===== src/rtl/uart_tx_block.sv =====
// uart_tx_block: UART transmitter producing start, LSB-first data, optional parity and stop bits.
// Ports:
//   clk        - system clock, rising edge
//   n_rst      - asynchronous active-low reset
//   tx_start   - request to send tx_data; only looked at while idle
//   tx_data    - parallel word, captured on the accepting edge
//   serial_out - registered serial line, idles high
//   tx_busy    - high from the accepting edge until the frame ends
//   tx_done    - one-cycle pulse after the stop bit completes
module uart_tx_block #(
  parameter int CLKS_PER_BIT = 10,
  parameter int DATA_BITS    = 8,
  parameter int PARITY_EN    = 0,
  parameter int PARITY_ODD   = 0
) (
  input  logic                 clk,
  input  logic                 n_rst,
  input  logic                 tx_start,
  input  logic [DATA_BITS-1:0] tx_data,
  output logic                 serial_out,
  output logic                 tx_busy,
  output logic                 tx_done
);
  localparam int CW = $clog2(CLKS_PER_BIT + 1);
  localparam int IW = $clog2(DATA_BITS + 1);
  localparam logic [CW-1:0] CNT_MAX = CW'(CLKS_PER_BIT);
  localparam logic [IW-1:0] IDX_MAX = IW'(DATA_BITS - 1);
  localparam logic          P_ODD   = (PARITY_ODD != 0);
  localparam logic          P_EN    = (PARITY_EN != 0);

  typedef enum logic [2:0] {IDLE, START, DATA, PARITY, STOP} state_t;

  state_t               state_q, state_d;
  logic [CW-1:0]        cnt_q, cnt_d;
  logic [IW-1:0]        idx_q, idx_d;
  logic [DATA_BITS-1:0] shift_q, shift_d;
  logic                 par_q, par_d;
  logic                 serial_q, serial_d;
  logic                 busy_q, busy_d;
  logic                 done_q, done_d;
  logic                 wrap;

  assign serial_out = serial_q;
  assign tx_busy    = busy_q;
  assign tx_done    = done_q;
  assign wrap       = (cnt_q == CNT_MAX);

  always_ff @(posedge clk or negedge n_rst) begin
    if (!n_rst) begin
      state_q  <= IDLE;
      cnt_q    <= '0;
      idx_q    <= '0;
      shift_q  <= '0;
      par_q    <= 1'b0;
      serial_q <= 1'b1;
      busy_q   <= 1'b0;
      done_q   <= 1'b0;
    end else begin
      state_q  <= state_d;
      cnt_q    <= cnt_d;
      idx_q    <= idx_d;
      shift_q  <= shift_d;
      par_q    <= par_d;
      serial_q <= serial_d;
      busy_q   <= busy_d;
      done_q   <= done_d;
    end
  end

  always_comb begin
    state_d  = state_q;
    cnt_d    = (state_q == IDLE) ? '0 : (wrap ? CW'(1) : cnt_q + 1'b1);
    idx_d    = idx_q;
    shift_d  = shift_q;
    par_d    = par_q;
    serial_d = serial_q;
    busy_d   = busy_q;
    done_d   = 1'b0;
    case (state_q)
      IDLE: begin
        serial_d = 1'b1;
        busy_d   = 1'b0;
        if (tx_start) begin
          // The accepting edge already drives the start bit and counts as its first cycle.
          state_d  = START;
          shift_d  = tx_data;
          par_d    = ^tx_data ^ P_ODD;
          idx_d    = '0;
          cnt_d    = CW'(1);
          serial_d = 1'b0;
          busy_d   = 1'b1;
        end
      end
      START: begin
        if (wrap) begin
          state_d  = DATA;
          serial_d = shift_q[0];
        end
      end
      DATA: begin
        if (wrap) begin
          shift_d = shift_q >> 1;
          idx_d   = idx_q + 1'b1;
          if (idx_q == IDX_MAX) begin
            state_d  = P_EN ? PARITY : STOP;
            serial_d = P_EN ? par_q : 1'b1;
          end else begin
            serial_d = shift_q[1];
          end
        end
      end
      PARITY: begin
        if (wrap) begin
          state_d  = STOP;
          serial_d = 1'b1;
        end
      end
      STOP: begin
        if (wrap) begin
          state_d  = IDLE;
          serial_d = 1'b1;
          busy_d   = 1'b0;
          done_d   = 1'b1;
          cnt_d    = '0;
        end
      end
      default: state_d = IDLE;
    endcase
  end
endmodule

===== config.mk =====
export PLATFORM = sky130hd
export DESIGN_NAME = uart_tx_block
export DESIGN_NICKNAME = d
export VERILOG_FILES = /design/src/rtl/uart_tx_block.sv
export SDC_FILE = /design/constraint.sdc
export NUM_CORES = 1
export LEC_CHECK = 0
export CORE_MARGIN = 5
export CORE_UTILIZATION = 40
export DETAILED_ROUTE_END_ITERATION = 6
export PLACE_DENSITY_LB_ADDON = 0.15
export SYNTH_ARGS = -nofsm -noshare
export SYNTH_HDL_FRONTEND = slang
export SYNTH_SLANG_ARGS = --single-unit

===== constraint.sdc =====
create_clock -name clk -period 2.15 [get_ports clk]
set_input_delay 0.43 -clock clk [delete_from_list [all_inputs] [get_ports clk]]
set_output_delay 0.43 -clock clk [all_outputs]
set_load 0.01 [all_outputs]

==> results of run 1 <==
[placed cells by master, fill, tap and decap left out, drive strengths merged, types with 3 or more instances in the layout]
cell type      synthesis  final
dfrtp                 21     21
nor2                  17     17
clkdlybuf4s50          0     13
a21oi                 12     12
mux2i                  8      8
o21ai                  6      6
inv                    5      5
buf                    4      4
nand2                  4      4
ha                     3      3
clkbuf                 1      3
[path summary, 6_finish.rpt]
| kind | from | to | slack (ns) | cells after the start |
|---|---|---|---|---|
| worst min-delay path | n_rst | shift_q[7]$_DFFE_PN0P_ | 0.45 | 2 |
| max in group asynchronous | n_rst | serial_out$_DFFE_PN1P_ | 1.42 | 2 |
| min in group clk | idx_q[3]$_DFFE_PN0P_ | idx_q[3]$_DFFE_PN0P_ | 0.48 | 1 |
| worst min register to register | idx_q[3]$_DFFE_PN0P_ | idx_q[3]$_DFFE_PN0P_ | 0.48 | 1 |
| worst max-delay path | serial_out$_DFFE_PN1P_ | serial_out | 0.35 | 1 |
| worst max register to register | cnt_q[0]$_DFF_PN0_ | shift_q[1]$_DFFE_PN0P_ | 0.38 | 7 |
[layout make-up]
class | count | area (µm²)
Clock buffer | 3 | 22.52
Clock inverter | 1 | 30.03
Fill cell | 251 | 1389
Inverter | 5 | 18.77
Multi-Input combinational cell | 77 | 546.8
Sequential cell | 22 | 551.8
Tap cell | 31 | 38.79
Timing Repair Buffer | 17 | 160.2
[power by group through the flow]
stage               Sequential, mW  Combinational (mW)  Clock [mW]
CTS                          0.717               0.639       0.321
floorplan                    0.665               0.527           0
finish                       0.716               0.624       0.314
global placement             0.721               0.620           0
global route                 0.742               0.707       0.341
detailed placement           0.726               0.635           0
[cells by family after synthesis]
logic type	count (synthesis)	synth area share, %
adders and majority gates	3	3.265
xor gates and xnor gates	2	1.524
and+or+nand+nor	34	15.89
muxes	10	8.923
DFF	22	47.99
AOI/OAI and AO/OA	28	17.96
buffers and inverters	10	4.461
[stage by stage]
stage	utilization, %	area (µm²)
6_report	49.64	1369
3_3_place_gp	47.73	1316
3_5_place_dp	47.73	1316
5_1_grt	49.64	1369
4_1_cts	49.64	1369
2_1_floorplan	-	1150
[state kept, by name (all words and copies together), names as in the netlist]
register,count
serial_out,1
cnt_q,4
state_q,3
idx_q,4
shift_q,8
tx_done,1
tx_busy,1
[per-layer routing]
layer,up-vias,GRT usage (%)
met4,0,3.896
li1,425,-
met5,-,0
met3,2,1.776
met2,12,17.51
met1,386,13.81
==> qor.csv, run 1 <==
metric,value,unit
# diodes,0,
"count leader, synth",dfrtp_1,
Peak VDD IR,0.6923,mV
number of global-route vias before repair,788,
Rows,19,
Syn Area/Cell,10.55,µm²
Max Used Layer,met4,
worst slew pin tran,0.3966,ns
Most used DFF post-synth,dfrtp_1,
total power,1.654,mW
slowest cell delay on critical path,0.54,ns
Synth Warn #,0,
width of the die,63.62,µm
main area contributors after synthesis,"dfrtp_1 46%, mux2i_1 7.0%, nor2_1 5.5%",
post-synth top area share,45.70,%
"Largest delay share family, worst path",flip-flops,
CTS resizes,0,
Critical-path top delay cell,dfstp_2,
Crit Path Class,reg -> out,
Crit path required time,1.72,ns
HP Class,in -> async,
internal power,1.078,mW
root buffer cell,clkbuf_4,
syn nets,123,
max-cap check violation count,0,
Via density,5.288,
unrepaired setup endpoints after global routing,false,
# Post-CTS Setup Buffers,0,
Fin Hold WS,0.4542,ns
Vias,825,
DP Worst Slack,0.2732,ns
PwrDens,1209,nW/µm²
Finished Layout Cells,156,
Die Y,63.62,µm
clock latency on the worst-skew pair,0.30,ns
initial antenna violation count,0,
Core Area,2758,µm²
max frequency,556.7,MHz
Post-Synthesis Cells,109,
M1 WL,970,µm
first-pass GRT wire length,3470,µm
met3 wire length,60,µm
Sw Ratio,34.86,%
post-synthesis sequential area ratio,47.99,%
I/O Buffers,13,
fin nets,140,
mapped cell area,1150,µm²
status,completed,
Period minus WS final,1.796,ns
largest area contributor in the netlist,dfrtp_1,
routability cong.,0.8211,
number of setup violations in the final report,0,
TritonCTS Buffers,3,
placed cell count,152,
clk_skew,0.006101,ns
setup TNS,0,ns
Worst Path Arrival,1.37,ns
Pleak,0.6356,nW
Worst Slack Setup Final,0.3537,ns
die area,4047,µm²
crit share post-route,83.55,%
Routed Antenna Nets,0,
largest net degree at the start of global routing,23,
I/O pin total,14,
share of post-route cells with drive strength above 1,16.80,%
number of flops mapped to enable cells by yosys,0,
GRT overflow,0,
post-DP HPWL,1528,µm
crit-path cells,clkdlybuf4s50_1,
CTS hold repair buffers,0,
initial core utilization,41.70,%
critical path buffer and inverter count,1,
total global-route track usage,10.62,%
Async SR Flop Fraction,100.0,%
combinational power share,37.7,%
router iterations before antenna repair,4,
critical path endpoint category,output port,
CTS tree,yes,
CP max FO,2,
Max Slew Vio Count,0,
relative max-transition margin,73.56,%
Flop pwr share,43.3,%
sw power,576.7,µW
DRT iter0 DRCs,13,
metal2 WL,994,µm
DR WL/cell,13.13,µm
"FF+latch count, synth",22,
drt total wl,2048,µm
"CTS clk-pin slew, worst paths",0.13,ns
clock sink count,22,
DRC Markers,0,
CP Launch Type,flop,
H-tree depth,1,
Unique masters post-synth,38,
final hold vios,0,
Clk pwr share,19.0,%
Area Overhead vs Synth,19.04,%
Max clock buf depth,2,
Synth top cells by count,"21 x dfrtp_1, 17 x nor2_1, 9 x a21oi_1",
(Power assumes the default switching activity.)
==> run 2, diff against run 1 <==
- clock period: 2.15 -> 1.5 ns (I/O delays scaled with it)
==> qor.csv, run 2 (synthesis gave the netlist of run 1 again) <==
metric,value,unit,change
clk_skew,0.005673,ns,-0.0004276 ns
most frequent cells in the layout,"26 x buf_4, 21 x dfrtp_1, 10 x a21oi_2, 10 x clkdlybuf4s50_1",,
max-cap check violation count,0,,unchanged
Die Y,63.62,µm,unchanged
Rows,19,,unchanged
Period minus WS final,1.624,ns,
I/O pin total,14,,unchanged
total global-route track usage,13.75,%,+3.1 points
Vias,959,,+16%
CP max FO,3,,+1
max frequency,615.8,MHz,
final hold vios,0,,unchanged
r2r endpoint,idx_q[0]$_DFFE_PN0P_,,
Fin Hold WS,0.3102,ns,-0.1440 ns
CP Launch Type,flop,,
max reg flops,8,,unchanged
relative max-transition margin,73.69,%,+0.13 points
number of setup violations in the final report,14,,+14
H-tree depth,1,,unchanged
clock latency on the worst-skew pair,0.31,ns,about the same
number of global-route vias before repair,983,,+25%
Area Overhead vs Synth,46.03,%,
Reg2Reg Depth,6,,-1
root buffer cell,clkbuf_4,,
drt total wl,2661,µm,+30%
total power,2.844,mW,+72%
width of the die,63.62,µm,unchanged
routability cong.,0.8203,,about the same
fill count,231,,-8.0%
CTS tree,yes,,
Pleak,0.7925,nW,+25%
DRT iter0 DRCs,29,,+16
unrepaired setup endpoints after global routing,true,,
critical path endpoint category,flop,,
Worst Slack Setup Final,-0.1238,ns,-0.4775 ns
first-pass GRT wire length,4505,µm,+30%
Crit Path Class,reg -> reg,,
Top Registers,"shift_q (8), cnt_q (4), idx_q (4)",,
post-DP HPWL,1784,µm,+17%
DR WL/cell,14.70,µm,+12%
Max clock buf depth,2,,unchanged
Crit path required time,1.70,ns,-0.02 ns
"most common cell after layout, fill and taps aside",buf_4,,
I/O Buffers,13,,unchanged
TritonCTS Buffers,3,,unchanged
"Core Util, Final",60.89,%,+11 points
die area,4047,µm²,unchanged
worst slew pin tran,0.3947,ns,-0.001937 ns
Max Slew Vio Count,0,,unchanged
clock sink count,22,,unchanged
FF-to-FF setup slack,-0.12,ns,-0.50 ns
Routed Antenna Nets,0,,unchanged
Worst Path Arrival,1.83,ns,+0.46 ns
GRT overflow,0,,unchanged
Core Area,2758,µm²,unchanged
share of post-route cells with drive strength above 1,46.00,%,+29 points
fin nets,165,,+18%
violated checks,negative setup slack,,
status,"finished, violations left",,
Peak VDD IR,1.180,mV,+70%
crit share post-route,108.3,%,
HP Class,in -> async,,
router iterations before antenna repair,4,,unchanged
worst setup path start,cnt_q[0]$_DFF_PN0_,,
largest net degree at the start of global routing,23,,unchanged
initial antenna violation count,0,,unchanged
"CTS clk-pin slew, worst paths",0.13,ns,about the same
DRC Markers,0,,unchanged
initial core utilization,41.70,%,unchanged
r2r startpoint,cnt_q[0]$_DFF_PN0_,,
Largest Register,shift_q,,
# diodes,0,,unchanged
Via density,5.298,,+0.19%
PwrDens,1694,nW/µm²,+40%
[run 2: how the worst max path moves through the flow]
stage	endpoint	slack [ns]
2_1_floorplan	idx_q[0]$_DFFE_PN0P_	-0.16
3_3_place_gp	shift_q[1]$_DFFE_PN0P_	-0.22
3_5_place_dp	shift_q[2]$_DFFE_PN0P_	-0.28
4_1_cts	idx_q[0]$_DFFE_PN0P_	-0.15
5_1_grt	shift_q[6]$_DFFE_PN0P_	-0.21
6_report	idx_q[0]$_DFFE_PN0P_	-0.12
[run 2: routing by layer]
metal / track usage (%) / share of wire, % / up-vias
met2: 22.59 / 50 / 28
met5: 0 / 0 / -
met1: 17.48 / 44 / 462
met4: 2.597 / 0.60 / 0
li1: - / - / 467
met3: 4.796 / 5.4 / 2
[run 2: metrics by stage]
stage / std cells / setup slack, ns / area, µm² / setup TNS, ns
final: 181 / -0.1238 / 1679 / -1.181
after floorplan: 109 / -0.1567 / 1180 / -1.131
after detailed placement: 171 / -0.2760 / 1488 / -2.580
after global placement: 171 / -0.2168 / 1488 / -2.087
after global routing: 181 / -0.2135 / 1679 / -2.456
after CTS: 178 / -0.1473 / 1602 / -1.175
[run 2: layout make-up]
class / count / area, µm² / area share (%)
Inverter: 5 / 18.77 / 1.118
Multi-Input combinational cell: 77 / 674.4 / 40.16
Timing Repair Buffer: 42 / 359.1 / 21.39
Sequential cell: 22 / 551.8 / 32.86
Tap cell: 31 / 38.79 / 2.310
Clock buffer: 4 / 36.28 / 2.161
[run 2: what timing repair did]
item                       in CTS  in global routing
cloned                          1                  0
pin swaps                       3                  6
hold buffers                    0                  0
resized for setup              19                 14
buffers inserted                2                  3
setup endpoints to repair      16                 17
[run 2: power breakdown]
group	switching [mW]	internal, mW	leakage, nW
clock network	0.183	0.148	0.0210
registers	0.217	0.815	0.268
logic	0.679	0.802	0.503
total	1.08	1.77	0.792
[run 2: worst max-delay path, stage by stage, from the launching register on]
cell and delay, ns:
dfrtp_1 0.41, inv_2 0.08, ha_4 0.15, nand3b_4 0.10, a2111oi_4 0.42, inv_2 0.08, mux2_4 0.27
==> run 3, diff against run 2 <==
- CORE_UTILIZATION: 40 -> 45
- GPL_TIMING_DRIVEN: not set -> 0
==> qor.csv, run 3 (synthesis gave the netlist of run 1 again) <==
metric,value,unit,change
clock latency on the worst-skew pair,0.30,ns,about the same
root buffer cell,clkbuf_4,,
initial core utilization,46.84,%,+5.1 points
DRT iter0 DRCs,14,,-52%
met3 wire length,76,µm,-48%
post-DP HPWL,1656,µm,-7.2%
clock sink count,22,,unchanged
HP Class,reg -> reg,,
Worst Slack Setup Final,-0.1199,ns,+0.003899 ns
first-pass GRT wire length,4416,µm,-2.0%
Worst Path Arrival,1.82,ns,about the same
fin nets,153,,-7.3%
max reg flops,8,,unchanged
combinational power share,51.6,%,-0.5 points
clk_skew,0.003681,ns,-0.001992 ns
"most common cell after layout, fill and taps aside",dfrtp_1,,
total global-route track usage,16.18,%,+2.4 points
internal power,1.590,mW,-10%
"CTS clk-pin slew, worst paths",0.12,ns,about the same
M1 WL,1041,µm,-10%
max-cap check violation count,0,,unchanged
violated checks,negative setup slack,,
Flop pwr share,37.8,%,+1.5 points
width of the die,60.55,µm,-4.8%
routability cong.,0.8793,,+7.2%
GRT overflow,0,,unchanged
most frequent cells in the layout,"21 x dfrtp_1, 13 x buf_4, 10 x a21oi_2, 10 x clkdlybuf4s50_1, 9 x nor2_1",,
relative max-transition margin,35.25,%,-38 points
initial antenna violation count,0,,unchanged
metal2 WL,1272,µm,-4.8%
Max Used Layer,met4,,
max frequency,617.3,MHz,+0.24%
worst slew pin tran,0.9682,ns,+0.5736 ns
Top Registers,"shift_q (8), cnt_q (4), idx_q (4)",,
final hold vios,0,,unchanged
Sw Ratio,38.45,%,+0.53 points
CP Launch Type,primary input,,
router iterations before antenna repair,4,,unchanged
unrepaired setup endpoints after global routing,true,,
crit share post-route,108.0,%,-0.26 points
Routed Antenna Nets,0,,unchanged
Area Overhead vs Synth,35.91,%,
die area,3666,µm²,-9.4%
CP max FO,6,,+3
Pleak,0.7284,nW,-8.1%
Crit path required time,1.70,ns,about the same
Core Area,2455,µm²,-11%
DR WL/cell,14.49,µm,-1.5%
number of global-route vias before repair,1017,,+3.5%
Crit Path Class,in -> reg,,
CTS tree,yes,,
Via density,5.488,,+3.6%
PwrDens,1652,nW/µm²,-2.4%
sw power,992.8,µW,-7.9%
DRC Markers,0,,unchanged
Max clock buf depth,2,,unchanged
Fin Hold WS,0.4789,ns,+0.1687 ns
DP Worst Slack,-0.5703,ns,-0.2943 ns
Peak VDD IR,1.118,mV,-5.2%
Vias,922,,-3.9%
setup TNS,-0.8464,ns,+0.3343 ns
drt total wl,2434,µm,-8.5%
largest net degree at the start of global routing,23,,unchanged
Rows,18,,-1
I/O Buffers,13,,unchanged
Period minus WS final,1.620,ns,-0.003899 ns
H-tree depth,1,,unchanged
I/O pin total,14,,unchanged
post-place instance area,1348,µm²,-9.4%
# diodes,0,,unchanged
critical path endpoint category,flop,,
Clk pwr share,10.6,%,-1.0 points
share of post-route cells with drive strength above 1,40.58,%,-5.4 points
Die Y,60.55,µm,-4.8%
number of setup violations in the final report,11,,-3
TritonCTS Buffers,3,,unchanged
Finished Cell Area,1563,µm²,-6.9%
Largest Register,shift_q,,
CTS hold repair buffers,0,,unchanged
status,"finished, violations left",,
Max Slew Vio Count,0,,unchanged
## run 3: changes by cell type in the layout (fill, tap and decap cells not counted), sizes merged
cell | before | now
buf | 29 | 17
## run 3: worst paths after layout
| check | end | startpoint | slack (ns) | cells after the start |
|---|---|---|---|---|
| worst max register to register | idx_q[0]$_DFFE_PN0P_ | cnt_q[0]$_DFF_PN0_ | -0.08 | 6 |
| worst max-delay path | idx_q[0]$_DFFE_PN0P_ | tx_start | -0.12 | 5 |
| max in group asynchronous | shift_q[3]$_DFFE_PN0P_ | n_rst | 0.39 | 1 |
| worst min register to register | idx_q[3]$_DFFE_PN0P_ | idx_q[3]$_DFFE_PN0P_ | 0.48 | 1 |
| worst min-delay path | idx_q[3]$_DFFE_PN0P_ | idx_q[3]$_DFFE_PN0P_ | 0.48 | 1 |
| min in group asynchronous | cnt_q[3]$_DFF_PN0_ | n_rst | 0.52 | 1 |
## run 3: final cells by class
type / instances / area, µm²
Timing Repair Buffer: 26 / 231.5
Buffer: 4 / 41.29
Sequential cell: 22 / 551.8
Fill cell: 201 / 892.1
Clock buffer: 4 / 26.28
Inverter: 5 / 18.77
Tap cell: 30 / 37.54
Multi-Input combinational cell: 77 / 655.6
## run 3: what timing repair did
item | in CTS | in global routing
setup endpoints to repair | 17 | 15
pin swaps | 7 | 3
buffers inserted | 12 | 1
gates resized for setup | 23 | 6
## run 3: per-layer routing
metal  up-vias  GRT usage [%]
met1       453          19.73
met2        16          28.40
li1        447              -
met5         -              0
met3         6          2.766
met4         0          6.502
## run 3: critical path, stage by stage
cell and delay [ns]:
clkdlybuf4s50_1 0.60, nor2_1 0.14, a2111oi_4 0.43, inv_2 0.09, mux2_4 0.27
## run 3: through the flow
stage / total power [mW] / utilization, % / std cells
2_1_floorplan: 1.770 / - / 109
3_3_place_gp: 1.999 / 54.89 / 152
3_5_place_dp: 2.035 / 54.89 / 152
4_1_cts: 2.540 / 62.44 / 167
5_1_grt: 2.793 / 63.66 / 168
6_report: 2.582 / 63.66 / 168
## run 3: power by group through the flow
stage | registers [mW] | logic, mW | clock network, mW
final | 0.976 | 1.33 | 0.274
after global routing | 1.01 | 1.46 | 0.319
after CTS | 0.974 | 1.28 | 0.282
after detailed placement | 0.981 | 1.05 | 0
after global placement | 0.969 | 1.03 | 0
after floorplan | 0.960 | 0.810 | 0
